File: src/rtl/volume_history_writer.sv
// Producer side of the OLED volume bar graph: per-window peak detection of the mic
// stream, 0..16 quantisation and a 16-column scrolling history with registered readout.
module volume_history_writer #(
    parameter int SAMPLE_DIV = 5000,
    parameter int WINDOW     = 4000,
    parameter int NUM_COLS   = 16
) (
    input  logic        clk,
    input  logic        reset,
    input  logic [11:0] mic_in,
    input  logic        hold,
    input  logic [3:0]  rd_col,
    output logic [4:0]  rd_level,
    output logic        commit,
    output logic [4:0]  cur_level
);

    localparam int DIV_W = (SAMPLE_DIV > 1) ? $clog2(SAMPLE_DIV) : 1;
    localparam int CNT_W = (WINDOW > 1) ? $clog2(WINDOW) : 1;
    localparam logic [DIV_W-1:0] DIV_LAST = DIV_W'(SAMPLE_DIV - 1);
    localparam logic [CNT_W-1:0] CNT_LAST = CNT_W'(WINDOW - 1);

    logic [DIV_W-1:0] div_q, div_d;
    logic [CNT_W-1:0] cnt_q, cnt_d;
    logic [10:0]      peak_q, peak_d;
    logic [4:0]       hist_q [NUM_COLS];
    logic [4:0]       hist_d [NUM_COLS];
    logic [4:0]       rd_level_q;
    logic             commit_q, commit_d;
    logic [4:0]       cur_level_q, cur_level_d;

    logic             sample_tick;
    logic             win_end;
    logic [10:0]      amp;
    logic [10:0]      peak_new;
    logic [4:0]       level;

    // The largest 11-bit peak maps to exactly 16, so no explicit clamp is needed.
    function automatic logic [4:0] quantise(input logic [10:0] p);
        if (p == 11'd0) begin
            return 5'd0;
        end
        return {1'b0, p[10:7]} + 5'd1;
    endfunction

    always_comb begin
        sample_tick = (div_q == DIV_LAST);
        win_end     = sample_tick && (cnt_q == CNT_LAST);
        amp         = mic_in[11] ? mic_in[10:0] : 11'd0;
        peak_new    = (amp > peak_q) ? amp : peak_q;
        level       = quantise(peak_new);

        div_d = sample_tick ? '0 : div_q + DIV_W'(1);

        cnt_d  = cnt_q;
        peak_d = peak_q;
        if (sample_tick) begin
            cnt_d  = win_end ? '0 : cnt_q + CNT_W'(1);
            peak_d = win_end ? 11'd0 : peak_new;
        end

        commit_d    = win_end && !hold;
        cur_level_d = cur_level_q;
        for (int i = 0; i < NUM_COLS; i++) begin
            hist_d[i] = hist_q[i];
        end
        // Oldest column falls off index 0; the fresh level enters at the newest slot.
        if (commit_d) begin
            for (int i = 0; i < NUM_COLS - 1; i++) begin
                hist_d[i] = hist_q[i + 1];
            end
            hist_d[NUM_COLS - 1] = level;
            cur_level_d          = level;
        end
    end

    always_ff @(posedge clk) begin
        if (reset) begin
            div_q       <= '0;
            cnt_q       <= '0;
            peak_q      <= 11'd0;
            rd_level_q  <= 5'd0;
            commit_q    <= 1'b0;
            cur_level_q <= 5'd0;
            for (int i = 0; i < NUM_COLS; i++) begin
                hist_q[i] <= 5'd0;
            end
        end else begin
            div_q       <= div_d;
            cnt_q       <= cnt_d;
            peak_q      <= peak_d;
            rd_level_q  <= hist_q[rd_col];
            commit_q    <= commit_d;
            cur_level_q <= cur_level_d;
            for (int i = 0; i < NUM_COLS; i++) begin
                hist_q[i] <= hist_d[i];
            end
        end
    end

    assign rd_level  = rd_level_q;
    assign commit    = commit_q;
    assign cur_level = cur_level_q;

endmodule

File: config.mk
export PLATFORM = sky130hd
export DESIGN_NAME = volume_history_writer
export DESIGN_NICKNAME = d
export VERILOG_FILES = /design/src/rtl/volume_history_writer.sv
export SDC_FILE = /design/constraint.sdc
export NUM_CORES = 1
export LEC_CHECK = 0
export CORE_AREA = 2 2 110 154
export DETAILED_ROUTE_END_ITERATION = 16
export DIE_AREA = 0 0 112 156
export MAX_ROUTING_LAYER = met4
export SLEW_MARGIN = 5
export SYNTH_ARGS = -nofsm -noshare
export SYNTH_HDL_FRONTEND = slang
export SYNTH_SLANG_ARGS = --single-unit
File: constraint.sdc
create_clock -name clk -period 3.5 [get_ports clk]
set_input_delay 0.875 -clock clk [delete_from_list [all_inputs] [get_ports clk]]
set_output_delay 0.875 -clock clk [all_outputs]
set_load 0.02 [all_outputs]
* Word level (Yosys, flattened, before mapping) *
Memory sizes are Yosys's and may differ from the RTL's. A register that Yosys moved wholly into a read port is not among the register bits.
Index checks and enable logic that the tools add are counted.

operators by class
  mux-type cells = 27
  equality and inequality tests = 3
  multiply operators = 0
  add/subtract/negate cells = 3
  magnitude comparators = 1
  bitwise operators = 16
  div/mod/pow operators = 0
  reductions and logical operators = 6
  shift-type cells = 0

operators with widths
  kind                                                              count
  5-bit 2-to-1 mux                                                  18
  80-bit 2-to-1 mux                                                 1
  11-bit 2-to-1 mux                                                 3
  1-bit OR                                                          16
  13-bit by 1-bit adder with 13-bit output (second input constant)  1
  13-bit == test (second input constant)                            1
  12-bit by 1-bit adder with 12-bit output (second input constant)  1
  12-bit == test (second input constant)                            1
  12-bit 2-to-1 mux                                                 1
  11-bit > comparator                                               1
  11-bit logical NOT                                                1
  4-bit by 1-bit adder with 5-bit output (second input constant)    1
  1-bit 2-to-1 mux                                                  4
  1-bit logical AND                                                 2
  2-bit AND reduction                                               1
  2-bit OR reduction                                                1
  1-bit logical NOT                                                 1
  1-bit inequality test (second input constant)                     1

storage, ports and cells
  memories = 1
  bits in read-only memories = 0
  flip-flop bits (word level) = 42
  output and inout port bits = 11
  memory bits (writable) = 80
  logic and storage cells = 62
  bits of input ports = 19
  bits in latches = 0

memories
  name    depth  bits a word  rd ports  clocked after memory_dff  wr ports  line  source
  hist_q  16     5            16        1                         16        26    logic [4:0] hist_q [NUM_COLS];

* Longest topological paths before layout *
  word-level depth = 8
  depth in mapped cells = 13
  gate-level depth less buffers = 12

* Worst setup path after synthesis *
OpenSTA, ideal clock, no wires.

  kind = input-to-reg
  start = in mic_in[11]
  end = mem hist_q[15][2]
  required time = 3383 ps
  stages on the path = 12
  buffers on the path = 1
  arrival = 3388 ps
  setup time = 117 ps
  setup slack = -6 ps
  path through = clkbuf_1 and2_1 ha_1 a21oi_1 o21ai_0 o21ai_1 nor2_2 mux2i_1 inv_1 ha_1 xor2_1 a32o_1

RTL lines
  element      line  source
  from (decl)  10    input logic [11:0] mic_in,
  to (decl)    26

==> results.yml <==
outcome:
  status: "finished, final reports clean"
placed_design:
  post-place-ws_ns: -0.355
  port_buffers: 29
  gp_congestion: 0.809
  dp_hpwl_um: 8020
critical_path:
  r2r-start: "div_q[0]"
  r2r-end: "peak_q[1]"
  cp.required_ns: 3.80
  cp-start-kind: "input port"
  crit_end: "hist_q[15][2]"
  cp_max_fo: 3
  worstPathArrival_ns: 3.49
  r2r_slack_ns: 0.71
  critical_path_class: "input port to flop"
  ff2ff_path_depth: 8
  critical_path.startpoint: "mic_in[4]"
  cp-end-kind: "flop"
route:
  drc: 0
  wl_per_cell_um: 13.2
  via_per_inst: 4.96
  dr.pass1.iters: 4
  postRouteAntennaNets: 0
  vias: 4294
  drtIter0Drc: 237
  routed_wirelength_um: 11400
hold_path:
  hold_class: "flop to flop"
synth:
  synth_top_area_share_pct: 42.4
  syn_avg_cell_area_um2: 9.04
  synth.area.top_cells: "dfxtp_1 42%, nand2_1 11%, mux4_2 10%"
  seq_area_frac_synth_pct: 45.1
  syn_nets: 645
  synth_top_cell_by_area: "dfxtp_1"
  synth_cell_type_count: 48
  ys.flop_type: "dfxtp_1"
  ys_warn_count: 0
  ys_async_sr_fraction_pct: 0
  ys_seq_elements: 122
  synth_area_mm2: 0.00553
  synth_cells: 612
  synth_edf_count: 5
sta:
  max_freq_ghz: 0.313
  setup_ws_ns: 0.303
  fin_crit_ns: 3.20
  rsz0062_at_grt: "false"
  final.period_utilization_pct: 91.3
  hold_violations: 0
  slew_violations: 0
  slew_headroom_pct: 43.2
  skew_ns: 0.00810
  setup-violations-final: 0
  tightest_slew_ns: 0.852
  holdWs_ns: 0.461
clock_network:
  cts_buffer_depth: 2
  clkLatencyLatePin_ns: 0.41
  root_buffer: "clkbuf_16"
  htreeDepth: 4
  cts_tree: "done"
  numCtsBuffers: 17
  clock_sinks: 122
  clk_pin_slew_ns: 0.05
  postCtsHoldBufs: 0
global_route:
  grt_pass1_vias: 4172
  grt_max_degree: 86
  grt_usage_pct: 14.4
  grt_overflow: 0
  antenna_found_initial: 0
  grt_pass1_wl_um: 19700
power:
  p_per_area_mw_per_mm2: 474
  net-switching-power_mw: 0.701
  power_frac_comb_pct: 5.9
  power.clock.fraction_pct: 49.5
  swShare_pct: 22.2
  peakVddDrop_mv: 0.294
  p_total_mw: 3.16
  p_leak_nw: 2.36
  internal_power_mw: 2.45
  p_seq_share_pct: 44.6
floorplan:
  die-area_mm2: 0.0175
  die_y_um: 156
  core-area_mm2: 0.0161
  io_pins: 30
  row_count: 55
  initial_core_util_pct: 34.3
  die_w_um: 112
layout:
  fill_cells: 1609
  synthToLayoutAreaGrowth_pct: 20.5
  ff_latch_area_mm2: 0.00249
  multi_input_area_mm2: 0.00281
  diodes: 0
  nNetsFinal: 687
  drive_above_1_share_pct: 14.1
  finalCoreUtilization_pct: 41.4
flow_run:
  maxCapViolations: 0
kinds of logic (layout without fill, tap and decap cells):
group | Yosys count | in the layout | synth area share [%]
and+or+nand+nor | 265 | 265 | 22.0
buffers and inverters | 49 | 104 | 4.19
DFF | 122 | 122 | 45.1
AOI/OAI and AO/OA | 113 | 113 | 11.5
xor gates and xnor gates | 20 | 20 | 3.17
adders and majority gates | 14 | 14 | 3.17
muxes | 29 | 29 | 10.9
repair_timing:
item	in CTS	in global routing
gates resized for setup	0	1
setup endpoints to repair	0	3
setup buffers	0	0
stage by stage:
| step | std cells | TNS, ns | area [um2] |
|---|---|---|---|
| after floorplan | 612 | 0 | 5530 |
| after global placement | 834 | -0.791 | 6120 |
| after detailed placement | 834 | -1.77 | 6120 |
| after CTS | 866 | 0 | 6660 |
| after global routing | 866 | 0 | 6660 |
| final | 866 | 0 | 6660 |
critical path, cell delays in order:
cell	delay (ns)
clkdlybuf4s50_1	0.42
and2_1	0.17
ha_1	0.29
a211o_1	0.31
a21oi_1	0.16
nor3b_2	0.28
nor2_2	0.10
mux2i_1	0.20
inv_1	0.08
ha_1	0.21
xor2_1	0.16
a32o_1	0.25
synth_stat cells, types with 3 or more instances:
master	n
nand2_1	161
dfxtp_1	117
a21oi_1	82
nor2_1	29
mux4_2	25
clkbuf_1	17
and2_1	16
ha_1	14
inv_1	14
xor2_1	14
nand3_1	12
buf_2	11
a22o_1	8
o21ai_0	8
and3_1	6
nand4_1	6
nor2b_1	6
or3_1	6
xnor2_1	6
buf_4	5
edfxtp_1	5
mux2i_1	4
nor3_1	3
nor4_1	3
sequential cells by signal, indices dropped and copies added, names as in the netlist:
register,flops
cnt_q,12
commit,1
div_q,13
hist_q,80
peak_q,11
rd_level,5
worst min-delay path by stage:
| stage | depth (start not counted) | start | end | slack [ns] |
|---|---|---|---|---|
| floorplan | 1 | div_q[0] | div_q[0] | 0.43 |
| global placement | 1 | div_q[0] | div_q[0] | 0.45 |
| detailed placement | 1 | div_q[0] | div_q[0] | 0.46 |
| CTS | 2 | hist_q[13][0] | hist_q[12][0] | 0.47 |
| global route | 2 | hist_q[8][2] | hist_q[7][2] | 0.48 |
| finish | 2 | hist_q[8][2] | hist_q[7][2] | 0.46 |
cell usage in the layout, fill, tap and decap left out, types with 4 or more instances in the layout:
cell type / instances
nand2_1: 161
dfxtp_1: 117
a21oi_1: 82
nor2_1: 28
buf_4: 28
clkdlybuf4s50_1: 27
mux4_2: 25
clkbuf_16: 17
and2_1: 16
inv_1: 14
xor2_1: 14
ha_1: 14
nand3_1: 12
a22o_1: 8
o21ai_0: 7
nand4_1: 6
or3_1: 6
and3_1: 6
nor2b_1: 6
xnor2_1: 6
clkinvlp_4: 5
edfxtp_1: 5
mux2i_1: 4
clkinv_2: 4
per-layer routing:
metal	global-route usage (%)	vias to the layer above	share of wire, %
li1	-	2198	-
met1	16.0	2031	44
met2	24.0	61	51
met3	4.16	4	3.9
met4	6.62	0	0.61
met5	-	-	0
cell type report:
type	instances	area share (%)
well taps	199	3.74
inverters	14	0.789
clock inverters	14	1.62
repair buffers	58	7.77
clock buffers	18	6.44
multi-input cells	441	42.2
flip-flops and latches	122	37.4
power groups by stage:
stage	clock network, mW	logic [mW]	registers [mW]
after detailed placement	0	0.187	1.44
after floorplan	0	0.107	1.44
after global placement	0	0.184	1.44
final	1.56	0.185	1.41
after global routing	1.68	0.205	1.41
after CTS	1.62	0.187	1.41
(Power assumes the default switching activity.)
